$ cat src/rtl/lsm_pipe_pkg.sv
// rtl/lsm_pipe_pkg.sv - shared constants and beat type for the inter-stage pipeline register
//
// Default payload/PC geometry for lsm_pipe_stage and the {data, pc} beat record that
// the stage and its optional skid entry move around together.
// Optional feature macro used by the stage: PIPE_SKID_EN.
package lsm_pipe_pkg;

    localparam int LSM_DATA_W      = 21;
    localparam int LSM_PC_W        = 32;
    localparam int LSM_PC_INC      = 4;
    localparam int LSM_STALL_CNT_W = 16;

    // One pipeline beat: payload plus the already-incremented PC.
    typedef struct packed {
        logic [LSM_DATA_W-1:0] data;
        logic [LSM_PC_W-1:0]   pc;
    } lsm_beat_t;

endpackage

$ cat src/rtl/lsm_skid_buf.sv
// rtl/lsm_skid_buf.sv - single-entry skid holding one beat while the stage output is blocked
//
// Ports:
//   clk_i    in   clock, rising edge
//   rst_i    in   asynchronous reset, active-low
//   clr_i    in   drop the held beat (flush)
//   push_i   in   capture beat_i
//   pop_i    in   release the held beat
//   beat_i   in   beat to capture
//   valid_o  out  entry holds a beat
//   beat_o   out  held beat
// Only instantiated by lsm_pipe_stage when PIPE_SKID_EN is defined.
module lsm_skid_buf
    import lsm_pipe_pkg::*;
#(
    parameter type beat_t = lsm_beat_t
) (
    input  logic  clk_i,
    input  logic  rst_i,
    input  logic  clr_i,
    input  logic  push_i,
    input  logic  pop_i,
    input  beat_t beat_i,
    output logic  valid_o,
    output beat_t beat_o
);

    always_ff @(posedge clk_i or negedge rst_i) begin
        if (!rst_i) begin
            valid_o <= 1'b0;
            beat_o  <= '0;
        end else if (clr_i) begin
            valid_o <= 1'b0;
        end else if (push_i) begin
            valid_o <= 1'b1;
            beat_o  <= beat_i;
        end else if (pop_i) begin
            valid_o <= 1'b0;
        end
    end

endmodule

$ cat src/rtl/lsm_pipe_stage.sv
// rtl/lsm_pipe_stage.sv - valid/ready pipeline register with PC increment, flush, stall and stall counter
//
// Ports:
//   clk_i        in   clock, rising edge
//   rst_i        in   asynchronous reset, active-low
//   stall_i      in   hard hold: no capture, registers frozen
//   flush_i      in   kill held and incoming beats (wins over stall_i)
//   in_valid_i   in   upstream beat valid
//   in_ready_o   out  stage accepts this cycle
//   data_i       in   upstream payload
//   pc_i         in   upstream PC
//   out_valid_o  out  downstream beat valid
//   out_ready_i  in   downstream accepts
//   data_o       out  registered payload
//   pc_o         out  registered pc_i + PC_INC (wraps at PC_W)
//   stall_cnt_o  out  saturating count of stalled/backpressured cycles
// Macro PIPE_SKID_EN: adds a one-entry skid so in_ready_o depends on registered state only.
module lsm_pipe_stage
    import lsm_pipe_pkg::*;
#(
    parameter int DATA_W      = LSM_DATA_W,
    parameter int PC_W        = LSM_PC_W,
    parameter int PC_INC      = LSM_PC_INC,
    parameter int STALL_CNT_W = LSM_STALL_CNT_W
) (
    input  logic                   clk_i,
    input  logic                   rst_i,
    input  logic                   stall_i,
    input  logic                   flush_i,
    input  logic                   in_valid_i,
    output logic                   in_ready_o,
    input  logic [DATA_W-1:0]      data_i,
    input  logic [PC_W-1:0]        pc_i,
    output logic                   out_valid_o,
    input  logic                   out_ready_i,
    output logic [DATA_W-1:0]      data_o,
    output logic [PC_W-1:0]        pc_o,
    output logic [STALL_CNT_W-1:0] stall_cnt_o
);

    // Same layout as lsm_beat_t, resized to this instance's parameters.
    typedef struct packed {
        logic [DATA_W-1:0] data;
        logic [PC_W-1:0]   pc;
    } beat_t;

    beat_t in_beat;
    beat_t out_q;
    beat_t out_d;
    logic  out_valid_q;
    logic  out_valid_d;
    logic  acc;
    logic  drn;

    assign in_beat.data = data_i;
    assign in_beat.pc   = pc_i + PC_W'(PC_INC);

    assign acc = in_valid_i && in_ready_o;
    assign drn = out_valid_q && out_ready_i;

`ifdef PIPE_SKID_EN
    logic  skid_valid;
    logic  skid_push;
    logic  skid_pop;
    beat_t skid_beat;

    assign in_ready_o = !stall_i && !skid_valid;
    // A beat accepted while the output is held parks in the skid.
    assign skid_push  = !flush_i && !stall_i && acc && out_valid_q && !out_ready_i;
    assign skid_pop   = !flush_i && !stall_i && drn && skid_valid;

    lsm_skid_buf #(
        .beat_t (beat_t)
    ) u_skid (
        .clk_i   (clk_i),
        .rst_i   (rst_i),
        .clr_i   (flush_i),
        .push_i  (skid_push),
        .pop_i   (skid_pop),
        .beat_i  (in_beat),
        .valid_o (skid_valid),
        .beat_o  (skid_beat)
    );
`else
    assign in_ready_o = !stall_i && (!out_valid_q || out_ready_i);
`endif

    always_comb begin
        out_valid_d = out_valid_q;
        out_d       = out_q;
        if (flush_i) begin
            out_valid_d = 1'b0;
        end else if (!stall_i) begin
`ifdef PIPE_SKID_EN
            // The skid is older than anything upstream, so it refills the output first.
            if (skid_valid && drn) begin
                out_d       = skid_beat;
                out_valid_d = 1'b1;
            end else
`endif
            if (acc && (!out_valid_q || drn)) begin
                out_d       = in_beat;
                out_valid_d = 1'b1;
            end else if (drn) begin
                out_valid_d = 1'b0;
            end
        end
    end

    always_ff @(posedge clk_i or negedge rst_i) begin
        if (!rst_i) begin
            out_valid_q <= 1'b0;
            out_q       <= '0;
        end else begin
            out_valid_q <= out_valid_d;
            out_q       <= out_d;
        end
    end

    // Counts every cycle the stage is frozen or blocked downstream; flush does not clear it.
    always_ff @(posedge clk_i or negedge rst_i) begin
        if (!rst_i) begin
            stall_cnt_o <= '0;
        end else if ((stall_i || (out_valid_q && !out_ready_i)) && (stall_cnt_o != '1)) begin
            stall_cnt_o <= stall_cnt_o + 1'b1;
        end
    end

    assign out_valid_o = out_valid_q;
    assign data_o      = out_q.data;
    assign pc_o        = out_q.pc;

endmodule
$ cat config.mk
export PLATFORM = sky130hd
export DESIGN_NAME = lsm_pipe_stage
export DESIGN_NICKNAME = d
export VERILOG_FILES = /design/src/rtl/lsm_pipe_pkg.sv /design/src/rtl/lsm_skid_buf.sv /design/src/rtl/lsm_pipe_stage.sv
export SDC_FILE = /design/constraint.sdc
export NUM_CORES = 1
export LEC_CHECK = 0
export ABC_AREA = 1
export CAP_MARGIN = 0
export CORE_UTILIZATION = 41
export CTS_CLUSTER_DIAMETER = 150
export DETAILED_ROUTE_END_ITERATION = 8
export GPL_TIMING_DRIVEN = 1
export HOLD_SLACK_MARGIN = 0.06
export MAX_ROUTING_LAYER = met4
export PLACE_DENSITY_LB_ADDON = 0.25
export SLEW_MARGIN = 20
export SYNTH_ARGS = -nofsm -noshare
export SYNTH_HDL_FRONTEND = slang
export SYNTH_HIERARCHICAL = 1
export SYNTH_SLANG_ARGS = --single-unit
$ cat constraint.sdc
create_clock -name clk_i -period 1.7 [get_ports clk_i]
set_input_delay 0.17 -clock clk_i [delete_from_list [all_inputs] [get_ports clk_i]]
set_output_delay 0.17 -clock clk_i [all_outputs]
set_load 0.01 [all_outputs]
# --- Yosys cells after proc, flatten, opt, wreduce, memory -nomap -nowiden ---
# Cells that the tools add are included.
# Widths: inputs -> output; s select.
classes:
  mux: 4
  n_eq_ne: 2
  bitwise_logic: 2
  n_addsub: 2
  reduce_logical: 15
op_table:
  columns: ["op", "n"]
  rows:
  - ["$add 32x3->32 const B", 1]
  - ["$add 16x1->16 const B", 1]
  - ["$ne 16x16->1 const B", 1]
  - ["$logic_and 1x1->1", 6]
  - ["$mux 1", 4]
  - ["$logic_not 1->1", 3]
  - ["$logic_or 1x1->1", 3]
  - ["$reduce_and 3->1", 1]
  - ["$reduce_bool 3->1", 1]
  - ["$ne 2x1->1 const B", 1]
  - ["$not 1->1", 2]
  - ["$reduce_and 2->1", 1]
word_totals:
  register_bits: 70
  elab_cells: 29

# --- Longest topological paths before layout ---
# Gate-level depths: netlist of the first run.
logic_depth:
  depth_word: 8
  ltp_mapped: 9

# --- Worst setup path before layout of the first run ---
# OpenSTA, ideal clock, no wires.
synth_timing:
  path_kind: "register -> register"
  startpoint: "reg stall_cnt_o[0]"
  endpoint: "reg stall_cnt_o[12]"
  setup_slack_ns: 0.256
  setup_ns: 0.065
  required_ns: 1.635
  path_stages_with_launch: 10
  arrival_ns: 1.379
  path_cell_list: "dfrtp_1 ha_1 nand3_2 inv_2 nand2_2 nor2_1 nor2_1 buf_2 nand2_1 nand2_1"
synth_via:
  elab_chain_cells: 2
synth_rtl:
  columns: ["item", "line", "source"]
  rows:
  - ["start: declaration", "lsm_pipe_stage.sv:38", "output logic [STALL_CNT_W-1:0] stall_cnt_o"]
  - ["start signal: assignment", "lsm_pipe_stage.sv:125", "stall_cnt_o <= stall_cnt_o + 1'b1;"]
  - ["branches (longest 2 deep; another with $add 16x1->16)", null, null]
# Parallel ways; which one is timed is not known.
# A chain may end at the register's enable or synchronous reset.

# --- Final worst setup path of the first run ---
layout_timing:
  startpoint: "reg stall_cnt_o[0]"
  endpoint: "reg stall_cnt_o[0]"
# Same word-level chain as after synthesis.

==> out/qor.txt, run 1 <==
Worst-Margin Slew: 0.515 ns
top_reg_cell synth: dfrtp_1
Critical Path Start Type: flip-flop
peak supply drop: 467 uV
Vias/cell: 4.81
io pins: 130
hold slack: 0.300 ns
CP Buf/Inv Count: 1
Hold Path Class: in -> async
Worst Skew: 0.00678 ns
minimum clock period: 1.56 ns
PortBufs: 129
Worst Path Class, Setup: reg -> reg
initial antenna violation count: 0
EDFF count, synth: 0
Setup WS post-layout: 0.142 ns
Clk Latency, worst-skew pair: 0.33 ns
die width: 98.0 um
Routability Congestion: 0.944
Overflow after GRT: 0
iteration-0 DRC count of the detailed router: 200
distinct cell type count after synthesis: 27
footprint of the multi-input gates: 1820 um2
Clock Power Share: 31.1%
cell taking the most area after synthesis: dfrtp_1
Post-Route WL: 10.3 mm
max incr delay on CP: 0.40 ns
most common cell in the netlist: nand2_1
Internal: 3.78 mW
first-pass iteration count of the detailed router: 9
P&R area growth vs syn: 48.9%
Reg power frac: 40.7%
CTS tree: done
switch share: 28.5%
GRT Total Usage: 23.6%
crit path cell chain: ha_1, nand3_2, inv_2, nand2_2, nor2_1, nor2_2, nand2_1, nand2_1
Post-Synthesis Net Count: 594
#FFs+latches synth: 70
area of the core: 8810 um2
Initial Utilization: 42.9%
Remaining DRCs: 8
# rows: 34
Max Slew Vio Count: 0
H-tree depth: 3
vias in the first global route: 3849
Placed Cells: 785
Storage cell area: 1750 um2
most used cell, CP: nand2_1
CTS max path bufs: 2
share of cells above drive strength 1: 10.1%
cts bufs inserted: 9
synth cell count leaders: nand2_1, dfrtp_1, nor2_1
Fin. Hold Viols: 0
WL/cell: 12.9 um
failing checks: DRC
CTS clk-pin slew, worst paths: 0.08 ns
fin cells: 802
# diodes: 0
outcome: complete, but fails checks
crit path capture type: flip-flop
Combinational Power Share: 28.2%
global-route wire length before repair: 17.7 mm
Syn Std Cell Area: 3780 um2
Layout Nets: 750
ys async rst share: 100%
arrival time worst endpoint: 1.83 ns
via count: 3857
crit path max fanout: 12
RSZ-0062 raised after global routing: false
relative slew slack: 65.6%
largest net degree at the start of global routing: 37
Synthesis Warnings: 6
Mean Syn Cell Area: 7.09 um2
Die Y: 98.0 um
root buffer cell: clkbuf_8
top cell type's share of synthesized area: 46.3%
# fillers: 798
Final Cycle Share: 91.6%
NetSw: 1.50 mW
Pleak: 2.70 nW
register area share after synthesis: 46.3%
Synth area leaders: dfrtp_1, nand2_1, nand3_1, nor2_1, inv_1
DP Worst Slack: -0.0913 ns
CP Data Required Time: 1.97 ns
PwrDens: 939 nW/um2
Crit-path slowest cell: dfrtp_1
Top delay family on crit path: simple AND/OR/NAND/NOR gates
FMAX: 642 MHz
TritonCTS Sinks: 70
Final ANT Viol Nets: 0
die area: 9610 um2
final HPWL from detailed placement: 7.82 mm
Post-Syn Instances: 533
max_cap viols: 0
Final setup violation count: 0
==> cell usage in the layout (no fill, tap or decap), types with 2 or more instances in the layout <==
master and n:
ha_1 2, nor2_2 9, clkbuf_8 9, bufinv_16 3, buf_4 27, nand2_2 5, clkdlybuf4s50_1 127, nor2_1 46
inv_1 36, buf_12 2, inv_2 2, o21ai_0 12, clkinv_4 2, nand4_1 2, or2_2 5, xor2_1 7
and2_1 2, nand3_1 40, nand2_1 263, xnor2_1 9, o21bai_1 3, dfrtp_1 70
==> path summary, 6_finish.rpt <==
kind | cells past startpoint | endpoint | slack (ns) | from
max | 8 | stall_cnt_o[0]$_DFFE_PN0P_ | 0.14 | stall_cnt_o[0]$_DFFE_PN0P_
min | 2 | pc_o[19]$_DFFE_PN0P_ | 0.30 | rst_i
max reg2reg | 8 | stall_cnt_o[0]$_DFFE_PN0P_ | 0.14 | stall_cnt_o[0]$_DFFE_PN0P_
min reg2reg | 2 | pc_o[15]$_DFFE_PN0P_ | 0.48 | pc_o[15]$_DFFE_PN0P_
max in group asynchronous | 3 | pc_o[27]$_DFFE_PN0P_ | 0.85 | rst_i
min in group clk_i | 3 | data_o[10]$_DFFE_PN0P_ | 0.36 | data_i[10]
==> power by group through the flow <==
stage | clock [mW] | sequential (mW) | combinational [mW]
global route | 1.77 | 2.19 | 1.63
floorplan | 0 | 2.30 | 0.413
finish | 1.64 | 2.15 | 1.49
global placement | 0 | 2.17 | 1.47
CTS | 1.69 | 2.16 | 1.51
detailed placement | 0 | 2.18 | 1.50
==> worst reg2reg max path, cell delays in order (launching register included) <==
cell	delay [ns]
dfrtp_1	0.40
ha_1	0.23
nand3_2	0.08
inv_2	0.05
nand2_2	0.06
nor2_1	0.06
nor2_2	0.40
nand2_1	0.13
nand2_1	0.09
==> routing by layer <==
metal	track usage (%)	share of wire, %	vias up
met1	30.2	45	1768
met3	3.87	5.9	17
li1	-	-	1946
met2	38.1	47	126
met4	7.69	1.9	0
met5	-	0	-
==> repair_timing <==
item,CTS,global route
hold endpoints to repair,24,0
setup buffers,0,0
gates resized for setup,2,0
hold buffers,1,0
endpoints found under the setup margin,13,0
==> sequential cells by signal, summed over array words and instances, names as in the netlist <==
name and cells:
data_o 21, out_valid_o 1, pc_o 32, stall_cnt_o 16
==> per-stage QoR <==
step                power (mW)  util [%]  instance area, um2  TNS (ns)
floorplan                 2.71         -                3780         0
detailed placement        3.67      61.0                5370     -1.53
global placement          3.65      61.0                5370    -0.842
finish                    5.29      63.9                5630         0
global route              5.59      63.9                5630         0
CTS                       5.35      63.9                5630         0
==> area by class of cell <==
cell class | count | area share, %
Inverter | 38 | 2.54
Sequential cell | 70 | 31.1
Multi-Input combinational cell | 412 | 32.3
Clock inverter | 7 | 2.16
Clock buffer | 9 | 2.20
Timing Repair Buffer | 158 | 27.2
Tap cell | 108 | 2.40
==> logic make-up after synthesis <==
kind of cell    share of synthesized area [%]
simple gates                             40.9
flops                                    46.3
buf+inv                                  5.59
compound gates                           2.81
xor+xnor                                 3.71
fa+ha+maj                               0.662
(Power assumes the default switching activity.)
==> inputs of run 2 (changes only) <==
--- a/config.mk
+++ b/config.mk
@@ -6,12 +6,11 @@
 export NUM_CORES = 1
 export LEC_CHECK = 0
 export ABC_AREA = 1
-export CAP_MARGIN = 0
 export CORE_UTILIZATION = 41
 export CTS_CLUSTER_DIAMETER = 150
 export DETAILED_ROUTE_END_ITERATION = 8
 export GPL_TIMING_DRIVEN = 1
-export HOLD_SLACK_MARGIN = 0.06
+export HOLD_SLACK_MARGIN = 0.05
 export MAX_ROUTING_LAYER = met4
 export PLACE_DENSITY_LB_ADDON = 0.25
 export SLEW_MARGIN = 20
==> results of run 2 <==
Final layout, timing and power as in run 1 (identical DEF).
==> inputs of run 3 (changes only) <==
--- a/config.mk
+++ b/config.mk
@@ -13,6 +13,7 @@
 export HOLD_SLACK_MARGIN = 0.05
 export MAX_ROUTING_LAYER = met4
 export PLACE_DENSITY_LB_ADDON = 0.25
+export SKIP_CTS_REPAIR_TIMING = 1
 export SLEW_MARGIN = 20
 export SYNTH_ARGS = -nofsm -noshare
 export SYNTH_HDL_FRONTEND = slang
==> run 3 against run 2 <==
Net effect: the run still ends with DRC left; via count is 0.16% lower; fmax is 0.83% lower; design area about the same; non-clock buffer count is the same; global-route usage unchanged; highest routed layer unchanged.
==> out/qor.txt, run 3 (synthesis gave the netlist of run 1 again) <==
outcome: complete, but fails checks
failing checks: DRC
peak supply drop: 468 uV
Remaining DRCs: 8
CTS clk-pin slew, worst paths: 0.08 ns
RSZ-0062 raised after global routing: false
CP Data Required Time: 1.97 ns
metal3 WL: 670 um
# rows: 34
share of cells above drive strength 1: 10.1%
most used cell, CP: nand2_1
hold slack: 0.297 ns
iteration-0 DRC count of the detailed router: 212
Die Y: 98.0 um
CTS max path bufs: 2
PwrDens: 939 nW/um2
most frequent cells in the layout: nand2_1, clkdlybuf4s50_1, dfrtp_1
via count: 3851
largest net degree at the start of global routing: 37
area of the core: 8810 um2
arrival time worst endpoint: 1.84 ns
relative slew slack: 65.0%
Largest register FFs: 32
Routability Congestion: 0.944
Placed Cells: 785
Final setup violation count: 0
Fin. Hold Viols: 0
die width: 98.0 um
initial antenna violation count: 0
power consumption: 5.29 mW
met2 WL: 4.86 mm
Final Cycle Share: 92.4%
Critical Path Start Type: flip-flop
io pins: 130
cts bufs inserted: 9
final HPWL from detailed placement: 7.82 mm
Core Util, Final: 63.9%
Worst-Margin Slew: 0.524 ns
most common cell after layout, fill and taps aside: nand2_1
max incr delay on CP: 0.41 ns
GRT Total Usage: 23.6%
RR Startpoint: stall_cnt_o[0]$_DFFE_PN0P_
Pleak: 2.71 nW
# fillers: 797
crit path capture type: flip-flop
M1 WL: 4.60 mm
Vias/cell: 4.80
reg2reg end: stall_cnt_o[0]$_DFFE_PN0P_
Layout Nets: 750
max_cap viols: 0
root buffer cell: clkbuf_8
H-tree depth: 3
Crit-path slowest cell: nor2_2
first-pass iteration count of the detailed router: 6
PortBufs: 129
Worst Setup SP: stall_cnt_o[0]$_DFFE_PN0P_
dpl cell area: 5370 um2
die area: 9610 um2
Post-Route WL: 10.3 mm
P&R area growth vs syn: 49.0%
# diodes: 0
cell area after layout: 5630 um2
global-route wire length before repair: 17.7 mm
CP endpoint: stall_cnt_o[0]$_DFFE_PN0P_
Worst Skew: 0.00612 ns
Final ANT Viol Nets: 0
crit path cell chain: ha_1, nand3_2, inv_2, nand2_2, nor2_1, nor2_2, nand2_1, nand2_1
Clk Latency, worst-skew pair: 0.34 ns
CTS tree: done
Max Slew Vio Count: 0
minimum clock period: 1.57 ns
Hold Path Class: in -> async
FMAX: 637 MHz
vias in the first global route: 3843
WL/cell: 12.9 um
max layer used: met4
TritonCTS Sinks: 70
fin cells: 802
Worst Path Class, Setup: reg -> reg
r2r setup slk: 0.13 ns
Initial Utilization: 42.9%
Overflow after GRT: 0
crit path max fanout: 12
reg2reg path depth: 8
run 3: cell count changes in the layout (fill, tap and decap cells not counted), sizes merged:
cell and change:
dlygate4sd2 -1, dlymetal6s2s +1
run 3: critical path, delay by kind of cell (launching register included):
kind | cells | cell delay [ns]
AND/OR/NAND/NOR | 6 | 0.84
flip-flops | 1 | 0.40
adder cells (fa/ha/maj) | 1 | 0.23
buffers and inverters | 1 | 0.05
run 3: area by class of cell:
type | count | area, um2 | share of cell area, %
sequential | 70 | 1750 | 31.1
multi-input combinational | 412 | 1820 | 32.3
timing repair buffer | 158 | 1540 | 27.3
tap | 108 | 135 | 2.40
inverter | 38 | 143 | 2.53
clock buffer | 9 | 124 | 2.20
clock inverter | 7 | 121 | 2.16
run 3: where the power goes:
group	internal (mW)	leakage, nW	switching (mW)	total [mW]
logic	0.850	1.69	0.641	1.49
clock network	0.983	0.124	0.663	1.65
registers	1.95	0.892	0.203	2.15
run 3: worst min-delay path by stage:
stage	slack, ns	to
final	0.30	pc_o[19]$_DFFE_PN0P_
after detailed placement	0.11	pc_o[8]$_DFFE_PN0P_
after global routing	0.32	pc_o[9]$_DFFE_PN0P_
after floorplan	-0.13	data_o[0]$_DFFE_PN0P_
after global placement	0.11	pc_o[10]$_DFFE_PN0P_
after CTS	-0.26	pc_o[8]$_DFFE_PN0P_
run 3: through the flow:
step                setup slack, ns  setup TNS (ns)
global placement            -0.0647          -0.842
finish                        0.129               0
floorplan                     0.256               0
CTS                         -0.0875          -0.533
global route                 0.0190               0
detailed placement          -0.0913           -1.53
run 3: layer usage:
layer	up-vias	GRT usage, %
met1	1765	30.1
li1	1950	-
met2	119	38.1
met3	17	3.94
met5	-	-
met4	0	7.69
